[src/rtl/cpu_pkg.sv]
// cpu_pkg: definitions shared between the fetch stage and the control decoder.
//   - next-PC select encoding (same values the decoder drives on npc_sel)
//   - fetch FSM state type
//   - default first-fetch address
package cpu_pkg;

  localparam logic [1:0] NPC_SEQ = 2'b00;
  localparam logic [1:0] NPC_J   = 2'b01;
  localparam logic [1:0] NPC_BEQ = 2'b10;
  localparam logic [1:0] NPC_BNE = 2'b11;

  localparam logic [31:0] DEFAULT_RESET_PC = 32'h0000_0000;

  typedef enum logic [2:0] {
    ST_IDLE   = 3'd0,
    ST_REQ    = 3'd1,
    ST_WAIT   = 3'd2,
    ST_HOLD   = 3'd3,
    ST_HALTED = 3'd4,
    ST_ERR    = 3'd5
  } fetch_state_e;

endpackage

[src/rtl/npc_calc.sv]
// npc_calc: combinational next-PC computation for the retiring instruction.
//   pc       in  32  address of the retiring instruction
//   inst     in  32  retiring instruction word (jump index / branch offset)
//   npc_sel  in  2   next-PC select (seq / jump / beq / bne)
//   alu_zero in  1   ALU zero flag of the retiring instruction
//   npc      out 32  next PC, all arithmetic mod 2^32
module npc_calc
  import cpu_pkg::*;
(
  input  logic [31:0] pc,
  input  logic [31:0] inst,
  input  logic [1:0]  npc_sel,
  input  logic        alu_zero,
  output logic [31:0] npc
);

  logic [31:0] pc4_s;
  logic [31:0] br_off_s;
  logic [31:0] br_tgt_s;

  // Select the next PC; the branch target is relative to pc+4 (no delay slot).
  always_comb begin
    pc4_s    = pc + 32'd4;
    br_off_s = {{14{inst[15]}}, inst[15:0], 2'b00};
    br_tgt_s = pc4_s + br_off_s;
    npc      = pc4_s;
    case (npc_sel)
      NPC_SEQ: npc = pc4_s;
      NPC_J:   npc = {pc4_s[31:28], inst[25:0], 2'b00};
      NPC_BEQ: begin
        if (alu_zero) npc = br_tgt_s;
        else          npc = pc4_s;
      end
      NPC_BNE: begin
        if (!alu_zero) npc = br_tgt_s;
        else           npc = pc4_s;
      end
      default: npc = pc4_s;
    endcase
  end

endmodule

[src/rtl/ifetch_unit.sv]
// ifetch_unit: single-issue instruction fetch stage.
//   clk, rst_n                     clock, async active-low reset
//   imem_req/imem_addr/imem_gnt    fetch request handshake to instruction memory
//   imem_rvalid/imem_rdata/imem_err read response (err qualified by rvalid)
//   inst/inst_valid/inst_ready     instruction handoff to the decoder
//   pc                             address of inst
//   npc_sel/alu_zero               next-PC control, sampled on the consume edge
//   halt                           stop fetching after the current instruction retires
//   fetch_err                      sticky bus-error flag; the block parks until reset
module ifetch_unit
  import cpu_pkg::*;
#(
  parameter logic [31:0] RESET_PC = DEFAULT_RESET_PC
) (
  input  logic        clk,
  input  logic        rst_n,
  output logic        imem_req,
  output logic [31:0] imem_addr,
  input  logic        imem_gnt,
  input  logic        imem_rvalid,
  input  logic [31:0] imem_rdata,
  input  logic        imem_err,
  output logic [31:0] inst,
  output logic        inst_valid,
  input  logic        inst_ready,
  output logic [31:0] pc,
  input  logic [1:0]  npc_sel,
  input  logic        alu_zero,
  input  logic        halt,
  output logic        fetch_err
);

  if (RESET_PC[1:0] != 2'b00) begin : g_bad_reset_pc
    $error("ifetch_unit: RESET_PC must be word aligned");
  end

  fetch_state_e state_r;
  logic [31:0]  pc_r;
  logic [31:0]  npc_s;

  // With one instruction in flight the fetch address always equals the held pc,
  // so a single register drives both outputs.
  assign pc        = pc_r;
  assign imem_addr = pc_r;

  npc_calc u_npc_calc (
    .pc       (pc_r),
    .inst     (inst),
    .npc_sel  (npc_sel),
    .alu_zero (alu_zero),
    .npc      (npc_s)
  );

  // Fetch FSM and all registered outputs.
  always_ff @(posedge clk or negedge rst_n) begin
    if (!rst_n) begin
      state_r    <= ST_IDLE;
      pc_r       <= RESET_PC;
      imem_req   <= 1'b0;
      inst       <= 32'h0000_0000;
      inst_valid <= 1'b0;
      fetch_err  <= 1'b0;
    end else begin
      case (state_r)
        ST_IDLE: begin
          state_r  <= ST_REQ;
          imem_req <= 1'b1;
        end
        // The request stays up (halt cannot retract it) until granted.
        ST_REQ: begin
          if (imem_gnt) begin
            state_r  <= ST_WAIT;
            imem_req <= 1'b0;
          end
        end
        ST_WAIT: begin
          if (imem_rvalid) begin
            if (imem_err) begin
              fetch_err <= 1'b1;
              state_r   <= ST_ERR;
            end else begin
              inst       <= imem_rdata;
              inst_valid <= 1'b1;
              state_r    <= ST_HOLD;
            end
          end
        end
        // inst_valid is always 1 here, so ready alone marks the consume edge.
        ST_HOLD: begin
          if (inst_ready) begin
            inst_valid <= 1'b0;
            pc_r       <= npc_s;
            if (halt) begin
              state_r <= ST_HALTED;
            end else begin
              state_r  <= ST_REQ;
              imem_req <= 1'b1;
            end
          end
        end
        ST_HALTED: begin
          if (!halt) begin
            state_r  <= ST_REQ;
            imem_req <= 1'b1;
          end
        end
        ST_ERR: begin
          state_r  <= ST_ERR;
          imem_req <= 1'b0;
        end
        default: begin
          state_r    <= ST_IDLE;
          imem_req   <= 1'b0;
          inst_valid <= 1'b0;
        end
      endcase
    end
  end

endmodule
[config.mk]
export PLATFORM = sky130hd
export DESIGN_NAME = ifetch_unit
export DESIGN_NICKNAME = d
export VERILOG_FILES = /design/src/rtl/cpu_pkg.sv /design/src/rtl/npc_calc.sv /design/src/rtl/ifetch_unit.sv
export SDC_FILE = /design/constraint.sdc
export NUM_CORES = 1
export LEC_CHECK = 0
export ABC_CLOCK_PERIOD_IN_PS = 10600
export BUFFER_PORTS_ARGS = -buffer_cell sky130_fd_sc_hd__buf_2
export CORE_MARGIN = 3
export CORE_UTILIZATION = 53
export DETAILED_ROUTE_END_ITERATION = 12
export PLACE_DENSITY = 0.79
export SYNTH_ARGS = -nofsm -noshare
export SYNTH_HDL_FRONTEND = slang
export SYNTH_SLANG_ARGS = --single-unit
[constraint.sdc]
create_clock -name clk -period 10.6 [get_ports clk]
set_input_delay 0.53 -clock clk [delete_from_list [all_inputs] [get_ports clk]]
set_output_delay 0.53 -clock clk [all_outputs]
set_load 0.05 [all_outputs]
==> reports/qor.json, run 1 <==
{
  "worst_path_dominant_cell_family": "simple AND/OR/NAND/NOR gates",
  "layout_min_cycle_time_ns": 4.235,
  "max_freq_mhz": 236.1,
  "tritoncts": "done",
  "finish.net_count": 825,
  "hold_viol_final": 0,
  "synth-edff-count": 0,
  "global_route_wire_length_before_repair_mm": 26.68,
  "timing_worst_setup_path_type": "flop to flop",
  "final_max_slew_viol_count": 0,
  "timing.final.crit_share_pct": 39.95,
  "via_count_of_the_first_global_routing_pass": 5401,
  "iteration_0_drc_markers": 412,
  "globalplace.congestion": 0.9913,
  "setup_viol_count_final": 0,
  "clock_latency_on_the_worst_skew_pair_ns": 0.36,
  "antenna_cells": 0,
  "relSlewSlack_pct": 18.60,
  "postCtsSetupBuffers": 0,
  "worstSetupEndpointType": "flop",
  "postSynth.topFlopCell": "sky130_fd_sc_hd__dfrtp_1",
  "finalSetupTns_ns": 0,
  "drtAntennaViolNets": 0,
  "syn-instance-count": 656,
  "yosys_register_bits": 68,
  "detail_route.vias_per_cell": 6.158,
  "boundaryPins": 141,
  "row_count": 37,
  "netlist_area_mm2": 0.005796,
  "syn2layout_area_growth_pct": 12.44,
  "syn-mean-instance-area_um2": 8.835,
  "wire_per_inst_um": 18.09,
  "reg2reg_to": "imem_addr[31]",
  "cpPeakStageDelay_ns": 0.51,
  "pin_count_of_the_biggest_net_entering_global_routing": 69,
  "floorplan.initialDensity_pct": 55.39,
  "grt_util_all_layers_pct": 26.01,
  "r2r_cells": 16,
  "ff2ff_setup_slack_ns": 6.37,
  "drc": 0,
  "synth-seq-area-share_pct": 29.36,
  "postCtsResizedCells": 0,
  "cts-buffers-inserted": 9,
  "clock_skew_ns": 0.006532,
  "number_of_optimization_iterations_in_the_first_detailed_route_pass": 6,
  "r2r-start": "imem_addr[2]",
  "worstPathBufferInverterCount": 1,
  "wl_mm": 16.06,
  "cp-start-kind": "flop",
  "cp_slowest_cell": "sky130_fd_sc_hd__dfrtp_1",
  "critical_path_required_ns": 10.88,
  "timing.critical_path.cells": "ha_1 > nand4_1 > nor3_2 > inv_2 > nor3_1 > and2_1 > xor2_1 > ha_1 > o21a_1 > o21a_1 > o21ai_0 > nor4_1 > a211o_1 > a211oi_2 > mux2i_1 > xnor2_1",
  "die_h_um": 110.6,
  "cts_hold_buffers": 0,
  "clk_root_buffer_cell": "sky130_fd_sc_hd__clkbuf_8",
  "vias": 5468,
  "die_w_um": 110.6,
  "ys_async_sr_fraction_pct": 100.0,
  "synth_cell_type_count": 82,
  "clk_transition_reported_paths_ns": 0.08,
  "port_buffers": 136,
  "htree_num_levels": 3,
  "timing.max_cap.violations": 0,
  "grt_antenna_before_repair": 0,
  "outcome": "completed",
  "hold_path.class": "input port to asynchronous set/reset pin",
  "ys_warn_count": 0,
  "floorplan.core_area_mm2": 0.01046,
  "post_route_cells_drive_above_1_share_pct": 28.72,
  "worst_pin_slew_ns": 1.212,
  "grt.overflow.total": 0,
  "tritoncts_num_sinks": 68,
  "cts.path.max_buffers": 2,
  "arrival_ns": 4.51,
  "unrepaired_setup_endpoints_after_global_routing": "no",
  "dp_hpwl_mm": 11.95,
  "cp_max_fo": 8,
  "floorplan.die_area_mm2": 0.01223
}
[flip-flops by register name (all words and copies together) (netlist names)]
name	flops
inst_valid	1
imem_addr	30
imem_req	1
inst	32
state_r	3
fetch_err	1
[logic make-up after synthesis]
group | Yosys count | share of synthesized area, %
mux | 42 | 8.225
flops | 68 | 29.36
fa+ha+maj | 36 | 7.902
compound gates | 183 | 21.98
other cells | 1 | 0.06470
simple gates | 196 | 17.12
xor+xnor | 52 | 7.988
buf+inv | 78 | 7.362
[stage by stage]
| step | instances | setup WS (ns) | hold slack (ns) | area, um2 | util [%] |
|---|---|---|---|---|---|
| after global placement | 872 | 6.678 | 0.4541 | 6327 | 60.48 |
| after floorplan | 659 | 6.597 | 0.2344 | 5807 | - |
| after CTS | 888 | 6.428 | 0.3858 | 6516 | 62.28 |
| after global routing | 888 | 6.020 | 0.3886 | 6516 | 62.28 |
| after detailed placement | 872 | 6.453 | 0.4676 | 6327 | 60.48 |
| final | 888 | 6.365 | 0.3600 | 6516 | 62.28 |
[worst max-delay path by stage]
stage | start | endpoint | slack [ns] | cells past startpoint
2_1_floorplan | imem_addr[2] | imem_addr[31] | 6.60 | 17
3_3_place_gp | imem_addr[7] | imem_addr[31] | 6.68 | 13
3_5_place_dp | imem_addr[2] | imem_addr[31] | 6.45 | 16
4_1_cts | imem_addr[2] | imem_addr[31] | 6.43 | 16
5_1_grt | imem_addr[2] | imem_addr[31] | 6.02 | 16
6_report | imem_addr[2] | imem_addr[31] | 6.37 | 16
[cell usage after synthesis (3+ instances only)]
cell type                   n  area [um2]
sky130_fd_sc_hd__nand4_1   10       62.56
sky130_fd_sc_hd__xnor2_1   24       210.2
sky130_fd_sc_hd__a222oi_1   8       80.08
sky130_fd_sc_hd__ha_1      35       437.9
sky130_fd_sc_hd__mux2i_1    6       60.06
sky130_fd_sc_hd__buf_1      4       15.01
sky130_fd_sc_hd__inv_1     12       45.04
sky130_fd_sc_hd__a31oi_1    6       37.54
sky130_fd_sc_hd__xor2_1    27       236.5
sky130_fd_sc_hd__nor2_1    40       150.1
sky130_fd_sc_hd__nor4_1     3       18.77
sky130_fd_sc_hd__o21ai_1   17       85.08
sky130_fd_sc_hd__nand3_1   10       50.05
sky130_fd_sc_hd__o221ai_1   6       52.55
sky130_fd_sc_hd__mux2_2    34       382.9
sky130_fd_sc_hd__dfrtp_1   68        1702
sky130_fd_sc_hd__nor2b_1   11       68.82
sky130_fd_sc_hd__o21ai_0   29       145.1
sky130_fd_sc_hd__buf_4     35       262.8
sky130_fd_sc_hd__nor3b_1    6       45.04
sky130_fd_sc_hd__o211ai_1   3       22.52
sky130_fd_sc_hd__nand2b_1   8       50.05
sky130_fd_sc_hd__nand2_1   64       240.2
sky130_fd_sc_hd__a221oi_1   7       61.31
sky130_fd_sc_hd__nor3_1     7       35.03
sky130_fd_sc_hd__a22oi_1    3       22.52
sky130_fd_sc_hd__clkbuf_1  24       90.09
sky130_fd_sc_hd__o22ai_1    6       37.54
sky130_fd_sc_hd__a211oi_2   3       37.54
sky130_fd_sc_hd__and2_1     6       37.54
sky130_fd_sc_hd__a21oi_1   38       190.2
sky130_fd_sc_hd__o21a_1     6       45.04
sky130_fd_sc_hd__a21o_1    15       112.6
sky130_fd_sc_hd__o21bai_1   6       45.04
sky130_fd_sc_hd__a211oi_1   3       22.52
sky130_fd_sc_hd__and3_1    13       81.33
[cell usage in the layout, fill, tap and decap left out, types with 4 or more instances in the layout]
| master | instances |
|---|---|
| sky130_fd_sc_hd__a21o_1 | 15 |
| sky130_fd_sc_hd__a21oi_1 | 38 |
| sky130_fd_sc_hd__a221oi_1 | 7 |
| sky130_fd_sc_hd__a222oi_1 | 8 |
| sky130_fd_sc_hd__a31oi_1 | 6 |
| sky130_fd_sc_hd__and2_1 | 6 |
| sky130_fd_sc_hd__and3_1 | 13 |
| sky130_fd_sc_hd__buf_2 | 136 |
| sky130_fd_sc_hd__buf_4 | 6 |
| sky130_fd_sc_hd__clkbuf_8 | 12 |
| sky130_fd_sc_hd__conb_1 | 4 |
| sky130_fd_sc_hd__dfrtp_1 | 68 |
| sky130_fd_sc_hd__ha_1 | 35 |
| sky130_fd_sc_hd__inv_1 | 12 |
| sky130_fd_sc_hd__mux2_2 | 34 |
| sky130_fd_sc_hd__mux2i_1 | 6 |
| sky130_fd_sc_hd__nand2_1 | 64 |
| sky130_fd_sc_hd__nand2b_1 | 8 |
| sky130_fd_sc_hd__nand3_1 | 10 |
| sky130_fd_sc_hd__nand4_1 | 10 |
| sky130_fd_sc_hd__nor2_1 | 39 |
| sky130_fd_sc_hd__nor2b_1 | 11 |
| sky130_fd_sc_hd__nor3_1 | 7 |
| sky130_fd_sc_hd__nor3b_1 | 6 |
| sky130_fd_sc_hd__o21a_1 | 6 |
| sky130_fd_sc_hd__o21ai_0 | 29 |
| sky130_fd_sc_hd__o21ai_1 | 17 |
| sky130_fd_sc_hd__o21bai_1 | 6 |
| sky130_fd_sc_hd__o221ai_1 | 6 |
| sky130_fd_sc_hd__o22ai_1 | 6 |
| sky130_fd_sc_hd__xnor2_1 | 24 |
| sky130_fd_sc_hd__xor2_1 | 27 |
[routing by layer]
metal,share of wire (%),global-route usage [%]
met4,3.2,11.66
met2,47,42.48
met5,0,0
met1,42,33.62
met3,7.9,4.658
[layout make-up]
type                            instances  area, um2
Fill cell                             928       3946
Multi-Input combinational cell        513       3681
Sequential cell                        68       1702
Timing Repair Buffer                  142      725.7
Tap cell                              136      170.2
Clock buffer                           13      168.9
Inverter                               13      48.80
Clock inverter                          3      20.02
Power of run 1 is not shown: default switching activity piles up to over one toggle a cycle in this logic, so the estimate is an artifact.
==> inputs of run 2 (changes only) <==
--- a/config.mk
+++ b/config.mk
@@ -5,12 +5,12 @@
 export SDC_FILE = /design/constraint.sdc
 export NUM_CORES = 1
 export LEC_CHECK = 0
-export ABC_CLOCK_PERIOD_IN_PS = 10600
+export ABC_CLOCK_PERIOD_IN_PS = 3550
 export BUFFER_PORTS_ARGS = -buffer_cell sky130_fd_sc_hd__buf_2
 export CORE_MARGIN = 3
-export CORE_UTILIZATION = 53
+export CORE_UTILIZATION = 50
 export DETAILED_ROUTE_END_ITERATION = 12
-export PLACE_DENSITY = 0.79
+export PLACE_DENSITY = 0.78
 export SYNTH_ARGS = -nofsm -noshare
 export SYNTH_HDL_FRONTEND = slang
 export SYNTH_SLANG_ARGS = --single-unit
==> constraint.sdc (replaced) <==
create_clock -name clk -period 3.55 [get_ports clk]
set_input_delay 0.1775 -clock clk [delete_from_list [all_inputs] [get_ports clk]]
set_output_delay 0.1775 -clock clk [all_outputs]
set_load 0.05 [all_outputs]
==> reports/qor.json, run 2 (synthesis results as in run 1) <==
{
  "global_route_wire_length_before_repair": {"value": 27.59, "unit": "mm", "change": "was 26.68 mm"},
  "cp_max_fo": {"value": 5, "change": "was 8"},
  "die_w": {"value": 113.7, "unit": "um", "change": "was 110.6 um"},
  "setup_viol_count_final": {"value": 0, "change": "unchanged"},
  "final_max_slew_viol_count": {"value": 0, "change": "unchanged"},
  "timing.critical_path.cells": {"value": "and3_4 > or4b_4 > nor2_4 > and3_4 > and3_4 > xor2_1 > ha_1 > buf_4 > and2_1 > a21bo_2 > a21o_1 > a211oi_2 > xor2_1 > o21ai_1", "change": "was ha_1 > nand4_1 > nor3_2 > inv_2 > nor3_1 > and2_1 > xor2_1 > ha_1 > o21a_1 > o21a_1 > o21ai_0 > nor4_1 > a211o_1 > a211oi_2 > mux2i_1 > xnor2_1"},
  "cp_slowest_cell": {"value": "sky130_fd_sc_hd__or4b_4", "change": "was sky130_fd_sc_hd__dfrtp_1"},
  "arrival": {"value": 3.74, "unit": "ns", "change": "was 4.51 ns"},
  "antenna_cells": {"value": 0, "change": "unchanged"},
  "grt_util_all_layers": {"value": 26.86, "unit": "%", "change": "was 26.01%"},
  "layout_commonest_cell": {"value": "sky130_fd_sc_hd__buf_2", "change": "unchanged"},
  "boundaryPins": {"value": 141, "change": "unchanged"},
  "finish.net_count": {"value": 895, "change": "was 825"},
  "place_ws": {"value": -0.04072, "unit": "ns", "change": "was 6.453 ns"},
  "layout_min_cycle_time": {"value": 3.521, "unit": "ns", "change": "was 4.235 ns"},
  "syn2layout_area_growth": {"value": 29.25, "unit": "%", "change": "was 12.44%"},
  "reg2reg_to": {"value": "imem_addr[29]", "change": "was imem_addr[31]"},
  "timing.hold.worst_path_depth": 2,
  "cts_hold_buffers": {"value": 0, "change": "unchanged"},
  "number_of_optimization_iterations_in_the_first_detailed_route_pass": {"value": 6, "change": "unchanged"},
  "outcome": {"value": "completed", "change": "unchanged"},
  "drc": {"value": 0, "change": "unchanged"},
  "cts.path.max_buffers": {"value": 2, "change": "unchanged"},
  "clock_latency_on_the_worst_skew_pair": {"value": 0.35, "unit": "ns", "change": "was 0.36 ns"},
  "tritoncts_num_sinks": {"value": 68, "change": "unchanged"},
  "grt_antenna_before_repair": {"value": 0, "change": "unchanged"},
  "hold_path.class": {"value": "input port to flop", "change": "was input port to asynchronous set/reset pin"},
  "r2r_cells": {"value": 14, "change": "was 16"},
  "wire_per_inst": {"value": 18.84, "unit": "um", "change": "was 18.09 um"},
  "vias": {"value": 5776, "change": "was 5,468"},
  "r2r-start": {"value": "imem_addr[2]", "change": "unchanged"},
  "timing.max_cap.violations": {"value": 0, "change": "unchanged"},
  "clk_root_buffer_cell": {"value": "sky130_fd_sc_hd__clkbuf_16", "change": "was sky130_fd_sc_hd__clkbuf_8"},
  "timing.final.crit_share": {"value": 99.18, "unit": "%", "change": "was 39.95%"},
  "critical_path_required": {"value": 3.77, "unit": "ns", "change": "was 10.88 ns"},
  "tritoncts": {"value": "done", "change": "unchanged"},
  "floorplan.core_area": {"value": 0.01108, "unit": "mm2", "change": "was 0.01046 mm2"},
  "relSlewSlack": {"value": 23.96, "unit": "%", "change": "was 18.60%"},
  "dp_hpwl": {"value": 13.06, "unit": "mm", "change": "was 11.95 mm"},
  "worstPathBufferInverterCount": {"value": 1, "change": "unchanged"},
  "floorplan.die_area": {"value": 0.01292, "unit": "mm2", "change": "was 0.01223 mm2"},
  "max_freq": {"value": 284.0, "unit": "MHz", "change": "was 236.1 MHz"},
  "unrepaired_setup_endpoints_after_global_routing": {"value": "yes", "change": "was no"},
  "hold_viol_final": {"value": 0, "change": "unchanged"},
  "detail_route.vias_per_cell": {"value": 6.004, "change": "was 6.158"},
  "worst_pin_slew": {"value": 1.141, "unit": "ns", "change": "was 1.212 ns"},
  "cts-buffers-inserted": {"value": 9, "change": "unchanged"},
  "cp-start-kind": {"value": "flop", "change": "unchanged"},
  "port_buffers": {"value": 136, "change": "unchanged"},
  "cpPeakStageDelay": {"value": 0.54, "unit": "ns", "change": "was 0.51 ns"},
  "dp_cells": {"value": 925, "change": "was 872"},
  "worstHoldStart": "imem_rdata[18]",
  "htree_num_levels": {"value": 3, "change": "unchanged"},
  "via_count_of_the_first_global_routing_pass": {"value": 5425, "change": "was 5,401"},
  "pin_count_of_the_biggest_net_entering_global_routing": {"value": 49, "change": "was 69"},
  "post_route_cells_drive_above_1_share": {"value": 42.09, "unit": "%", "change": "was 28.72%"},
  "layout_common_cells": {"value": "sky130_fd_sc_hd__buf_2, sky130_fd_sc_hd__buf_4, sky130_fd_sc_hd__nand2_1", "change": "was sky130_fd_sc_hd__buf_2, sky130_fd_sc_hd__dfrtp_1, sky130_fd_sc_hd__nand2_1"},
  "row_count": {"value": 38, "change": "was 37"},
  "wl": {"value": 18.12, "unit": "mm", "change": "was 16.06 mm"},
  "layout.core_utilization": {"value": 67.62, "unit": "%", "change": "was 62.28%"},
  "drtAntennaViolNets": {"value": 0, "change": "unchanged"},
  "clk_transition_reported_paths": {"value": 0.07, "unit": "ns", "change": "was 0.08 ns"},
  "timing_worst_setup_path_type": {"value": "flop to flop", "change": "unchanged"},
  "whs_endpoint": "inst[18]",
  "number_of_flip_flops_under_the_largest_register_name": {"value": 32, "change": "unchanged"},
  "worst_path_dominant_cell_family": {"value": "simple AND/OR/NAND/NOR gates", "change": "unchanged"},
  "grt.overflow.total": {"value": 0, "change": "unchanged"},
  "die_h": {"value": 113.7, "unit": "um", "change": "was 110.6 um"},
  "timing.critical_path.depth": {"value": 14, "change": "was 16"},
  "clock_skew": {"value": 0.01188, "unit": "ns", "change": "was 0.006532 ns"},
  "globalplace.congestion": {"value": 0.9584, "change": "was 0.9913"},
  "post_layout_nonfiller_instances": {"value": 962, "change": "was 888"},
  "cpMostUsedCell": "sky130_fd_sc_hd__and3_4",
  "worstSetupEndpointType": {"value": "flop", "change": "unchanged"},
  "registers.top_by_ff_count": {"value": "inst", "change": "unchanged"},
  "iteration_0_drc_markers": {"value": 441, "change": "was 412"},
  "ff2ff_setup_slack": {"value": 0.03, "unit": "ns", "change": "was 6.37 ns"},
  "floorplan.initialDensity": {"value": 52.32, "unit": "%", "change": "was 55.39%"},
  "finalWorstSetupSlack": {"value": 0.02899, "unit": "ns", "change": "was 6.365 ns"}
}
## run 2: cell count changes in the layout (fill, tap and decap cells not counted), sizes merged
cell,change
buf,+70
clkbuf,-3
clkinv,+1
inv,+2
## run 2: timing repair
item / 4_1_cts / 5_1_grt
buffers inserted: 0 / 21
gates resized for setup: 1 / 52
pin swaps: 0 / 29
endpoints found under the setup margin: 3 / 11
## run 2: worst reg2reg max path, delay by kind of cell (launching register included)
family | cells | cell delay, ns
AO/OA/AOI/OAI | 4 | 0.67
flip-flops | 1 | 0.40
adder cells (fa/ha/maj) | 1 | 0.32
buffers and inverters | 1 | 0.17
XOR/XNOR | 2 | 0.37
AND/OR/NAND/NOR | 6 | 1.45
## run 2: worst max path at each step
stage / start / slack (ns) / end
after floorplan: imem_addr[4] / -0.05 / imem_addr[31]
after global placement: imem_addr[7] / 0.0009 / imem_addr[29]
after detailed placement: imem_addr[7] / -0.04 / imem_addr[31]
after CTS: imem_addr[3] / 0.02 / imem_addr[21]
after global routing: imem_addr[2] / -0.11 / imem_addr[29]
final: imem_addr[2] / 0.03 / imem_addr[29]
## run 2: metrics by stage
step / hold WS, ns / instance area [um2] / setup TNS (ns)
floorplan: -0.1181 / 5881 / -0.04923
global placement: 0.4075 / 6750 / 0
detailed placement: 0.4129 / 6750 / -0.05838
CTS: 0.04677 / 7039 / 0
global route: 0.04892 / 7491 / -0.2486
finish: 0.05132 / 7491 / 0
## run 2: layout make-up
class,instances,area (um2)
clock buffers,10,239.0
fillers,867,3587
well taps,140,175.2
inverters,13,48.80
repair buffers,212,1255
multi-input cells,513,4003
flip-flops and latches,68,1724
clock inverters,6,46.29
## run 2: routing by layer
| metal | part of all wire [%] | vias to the layer above | GRT usage, % |
|---|---|---|---|
| li1 | - | 2684 | - |
| met1 | 44 | 2758 | 36.52 |
| met2 | 46 | 293 | 42.32 |
| met3 | 8.3 | 41 | 6.207 |
| met4 | 2.3 | 0 | 8.894 |
| met5 | 0 | - | 0 |
Power of run 2 is left out for the same reason.
==> inputs of run 3 (changes only) <==
--- a/config.mk
+++ b/config.mk
@@ -5,12 +5,13 @@
 export SDC_FILE = /design/constraint.sdc
 export NUM_CORES = 1
 export LEC_CHECK = 0
-export ABC_CLOCK_PERIOD_IN_PS = 3550
+export ABC_CLOCK_PERIOD_IN_PS = 4400
 export BUFFER_PORTS_ARGS = -buffer_cell sky130_fd_sc_hd__buf_2
 export CORE_MARGIN = 3
-export CORE_UTILIZATION = 50
+export CORE_UTILIZATION = 53
 export DETAILED_ROUTE_END_ITERATION = 12
-export PLACE_DENSITY = 0.78
+export PLACE_DENSITY = 0.79
+export SETUP_SLACK_MARGIN = 0.05
 export SYNTH_ARGS = -nofsm -noshare
 export SYNTH_HDL_FRONTEND = slang
 export SYNTH_SLANG_ARGS = --single-unit
==> constraint.sdc (replaced) <==
create_clock -name clk -period 4.4 [get_ports clk]
set_input_delay 0.22 -clock clk [delete_from_list [all_inputs] [get_ports clk]]
set_output_delay 0.22 -clock clk [all_outputs]
set_load 0.05 [all_outputs]
==> reports/qor.json, run 3 (synthesis results as in run 1) <==
{
  "floorplan.initialDensity": {"value": 55.39, "unit": "%", "change": "was 52.32%"},
  "cp-start-kind": {"value": "flop", "change": "unchanged"},
  "arrival": {"value": 4.39, "unit": "ns", "change": "was 3.74 ns"},
  "port_buffers": {"value": 136, "change": "unchanged"},
  "finish.net_count": {"value": 828, "change": "was 895"},
  "wl": {"value": 15.84, "unit": "mm", "change": "was 18.12 mm"},
  "clock_skew": {"value": 0.01186, "unit": "ns", "change": "was 0.01188 ns"},
  "grt_antenna_before_repair": {"value": 0, "change": "unchanged"},
  "global_route_wire_length_before_repair": {"value": 26.07, "unit": "mm", "change": "was 27.59 mm"},
  "clk_transition_reported_paths": {"value": 0.08, "unit": "ns", "change": "was 0.07 ns"},
  "number_of_optimization_iterations_in_the_first_detailed_route_pass": {"value": 8, "change": "was 6"},
  "relSlewSlack": {"value": 27.91, "unit": "%", "change": "was 23.96%"},
  "globalplace.congestion": {"value": 0.9627, "change": "was 0.9584"},
  "iteration_0_drc_markers": {"value": 416, "change": "was 441"},
  "antenna_cells": {"value": 0, "change": "unchanged"},
  "htree_num_levels": {"value": 3, "change": "unchanged"},
  "tritoncts": {"value": "done", "change": "unchanged"},
  "critical_path_required": {"value": 4.69, "unit": "ns", "change": "was 3.77 ns"},
  "hold_path.class": {"value": "input port to flop", "change": "unchanged"},
  "grt_util_all_layers": {"value": 25.65, "unit": "%", "change": "was 26.86%"},
  "final_max_slew_viol_count": {"value": 0, "change": "unchanged"},
  "drtAntennaViolNets": {"value": 0, "change": "unchanged"},
  "die_h": {"value": 110.6, "unit": "um", "change": "was 113.7 um"},
  "detail_route.vias_per_cell": {"value": 6.007, "change": "was 6.004"},
  "finalSetupTns": {"value": 0, "unit": "ns", "change": "unchanged"},
  "registers.top_by_ff_count": {"value": "inst", "change": "unchanged"},
  "cpPeakStageDelay": {"value": 0.82, "unit": "ns", "change": "was 0.54 ns"},
  "number_of_flip_flops_under_the_largest_register_name": {"value": 32, "change": "unchanged"},
  "cp_max_fo": {"value": 8, "change": "was 5"},
  "layout_commonest_cell": {"value": "sky130_fd_sc_hd__buf_2", "change": "unchanged"},
  "vias": {"value": 5352, "change": "was 5,776"},
  "die_w": {"value": 110.6, "unit": "um", "change": "was 113.7 um"},
  "layout_min_cycle_time": {"value": 4.104, "unit": "ns", "change": "was 3.521 ns"},
  "syn2layout_area_growth": {"value": 13.02, "unit": "%", "change": "was 29.25%"},
  "post_route_cells_drive_above_1_share": {"value": 28.61, "unit": "%", "change": "was 42.09%"},
  "timing.max_cap.violations": {"value": 0, "change": "unchanged"},
  "unrepaired_setup_endpoints_after_global_routing": {"value": "no", "change": "was yes"},
  "floorplan.core_area": {"value": 0.01046, "unit": "mm2", "change": "was 0.01108 mm2"},
  "worst_pin_slew": {"value": 1.074, "unit": "ns", "change": "was 1.141 ns"},
  "row_count": {"value": 37, "change": "was 38"},
  "timing.hold.worst_path_depth": {"value": 2, "change": "unchanged"},
  "drc": {"value": 0, "change": "unchanged"},
  "top_layer": {"value": "met4", "change": "unchanged"},
  "via_count_of_the_first_global_routing_pass": {"value": 5246, "change": "was 5,425"},
  "layout_common_cells": {"value": "sky130_fd_sc_hd__buf_2, sky130_fd_sc_hd__dfrtp_1, sky130_fd_sc_hd__nand2_1", "change": "was sky130_fd_sc_hd__buf_2, sky130_fd_sc_hd__buf_4, sky130_fd_sc_hd__nand2_1"},
  "m1WireLength": {"value": 6.806, "unit": "mm", "change": "was 7.905 mm"},
  "worstSetupEndpointType": {"value": "flop", "change": "unchanged"},
  "tritoncts_num_sinks": {"value": 68, "change": "unchanged"},
  "cts.path.max_buffers": {"value": 2, "change": "unchanged"},
  "wire_per_inst": {"value": 17.77, "unit": "um", "change": "was 18.84 um"},
  "timing_worst_setup_path_type": {"value": "flop to flop", "change": "unchanged"},
  "clock_latency_on_the_worst_skew_pair": {"value": 0.36, "unit": "ns", "change": "was 0.35 ns"},
  "max_freq": {"value": 243.7, "unit": "MHz", "change": "was 284.0 MHz"},
  "grt.overflow.total": {"value": 0, "change": "unchanged"},
  "cts-buffers-inserted": {"value": 9, "change": "unchanged"},
  "cp_slowest_cell": {"value": "sky130_fd_sc_hd__or4b_1", "change": "was sky130_fd_sc_hd__or4b_4"},
  "route.met2.wl": {"value": 7.535, "unit": "mm", "change": "was 8.286 mm"},
  "clk_root_buffer_cell": {"value": "sky130_fd_sc_hd__clkbuf_8", "change": "was sky130_fd_sc_hd__clkbuf_16"},
  "boundaryPins": {"value": 141, "change": "unchanged"},
  "r2r_cells": {"value": 14, "change": "unchanged"},
  "pin_count_of_the_biggest_net_entering_global_routing": {"value": 56, "change": "was 49"},
  "timing.final.crit_share": {"value": 93.27, "unit": "%", "change": "was 99.18%"},
  "floorplan.die_area": {"value": 0.01223, "unit": "mm2", "change": "was 0.01292 mm2"},
  "dp_hpwl": {"value": 11.77, "unit": "mm", "change": "was 13.06 mm"},
  "setup_viol_count_final": {"value": 0, "change": "unchanged"},
  "outcome": {"value": "completed", "change": "unchanged"},
  "timing.critical_path.cells": {"value": "nand4_2 > or4b_1 > nor2_2 > and3_1 > and3_2 > xor2_1 > ha_1 > nand2_1 > nor3_1 > and3_1 > a211oi_2 > a211oi_2 > mux2i_1 > xnor2_1", "change": "was and3_4 > or4b_4 > nor2_4 > and3_4 > and3_4 > xor2_1 > ha_1 > buf_4 > and2_1 > a21bo_2 > a21o_1 > a211oi_2 > xor2_1 > o21ai_1"},
  "wl_met3": {"value": 1.091, "unit": "mm", "change": "was 1.503 mm"},
  "hold_viol_final": {"value": 0, "change": "unchanged"}
}
==> run 3: cell count changes in the layout (fill, tap and decap cells not counted), moves of 8 or more <==
| cell | delta |
|---|---|
| sky130_fd_sc_hd__a21oi_1 | +8 |
| sky130_fd_sc_hd__ha_1 | +9 |
| sky130_fd_sc_hd__xnor2_1 | +9 |
| sky130_fd_sc_hd__xnor2_2 | -9 |
| sky130_fd_sc_hd__clkbuf_8 | +9 |
| sky130_fd_sc_hd__a21oi_2 | -8 |
| sky130_fd_sc_hd__buf_4 | -67 |
| sky130_fd_sc_hd__dfrtp_2 | -15 |
| sky130_fd_sc_hd__dfrtp_1 | +16 |
| sky130_fd_sc_hd__clkbuf_16 | -9 |
==> run 3: critical path, delay by kind of cell (launching register included) <==
| family | cells | cell delay (ns) |
|---|---|---|
| multiplexers | 1 | 0.25 |
| AO/OA/AOI/OAI | 2 | 0.31 |
| AND/OR/NAND/NOR | 8 | 2.33 |
| adder cells (fa/ha/maj) | 1 | 0.42 |
| flip-flops | 1 | 0.51 |
| XOR/XNOR | 2 | 0.21 |
==> run 3: area by class of cell <==
type | count | area [um2]
fillers | 915 | 3913
clock inverters | 4 | 48.80
inverters | 13 | 48.80
clock buffers | 12 | 145.1
well taps | 136 | 170.2
repair buffers | 145 | 750.7
flip-flops and latches | 68 | 1702
multi-input cells | 513 | 3685
==> run 3: worst paths after layout <==
kind | startpoint | to | slack [ns]
setup / recovery | imem_addr[7] | imem_addr[31] | 0.30
hold / removal | imem_rdata[18] | inst[18] | 0.09
setup reg to reg | imem_addr[7] | imem_addr[31] | 0.30
hold reg to reg | fetch_err | fetch_err | 0.49
max in group asynchronous | rst_n | inst[17] | 3.10
min in group asynchronous | rst_n | inst[15] | 0.27
==> run 3: per-layer routing <==
metal  GRT usage, %  up-vias
met2          42.60      234
met4          9.770        0
met3          3.945       35
met1          33.71     2538
met5              0        -
li1               -     2545
==> run 3: repair_timing <==
| item | 4_1_cts | 5_1_grt |
|---|---|---|
| resized for setup | 0 | 2 |
| hold buffers | 1 | 0 |
| endpoints found under the hold margin | 13 | 0 |
| setup buffers | 0 | 1 |
| endpoints found under the setup margin | 0 | 2 |
==> run 3: stage by stage <==
step                      utilization, %  worst slack, ns  area (um2)  hold WS (ns)  std cells
after floorplan                        -           0.3968        5807      -0.07559        659
after global placement             60.52           0.5299        6332        0.1292        873
after detailed placement           60.52           0.3092        6332        0.1338        873
final                              62.60           0.2961        6550       0.08698        891
after global routing               62.60          0.09318        6550       0.08205        891
after CTS                          62.47           0.2846        6536       0.07777        890
Power of run 3 is left out for the same reason.
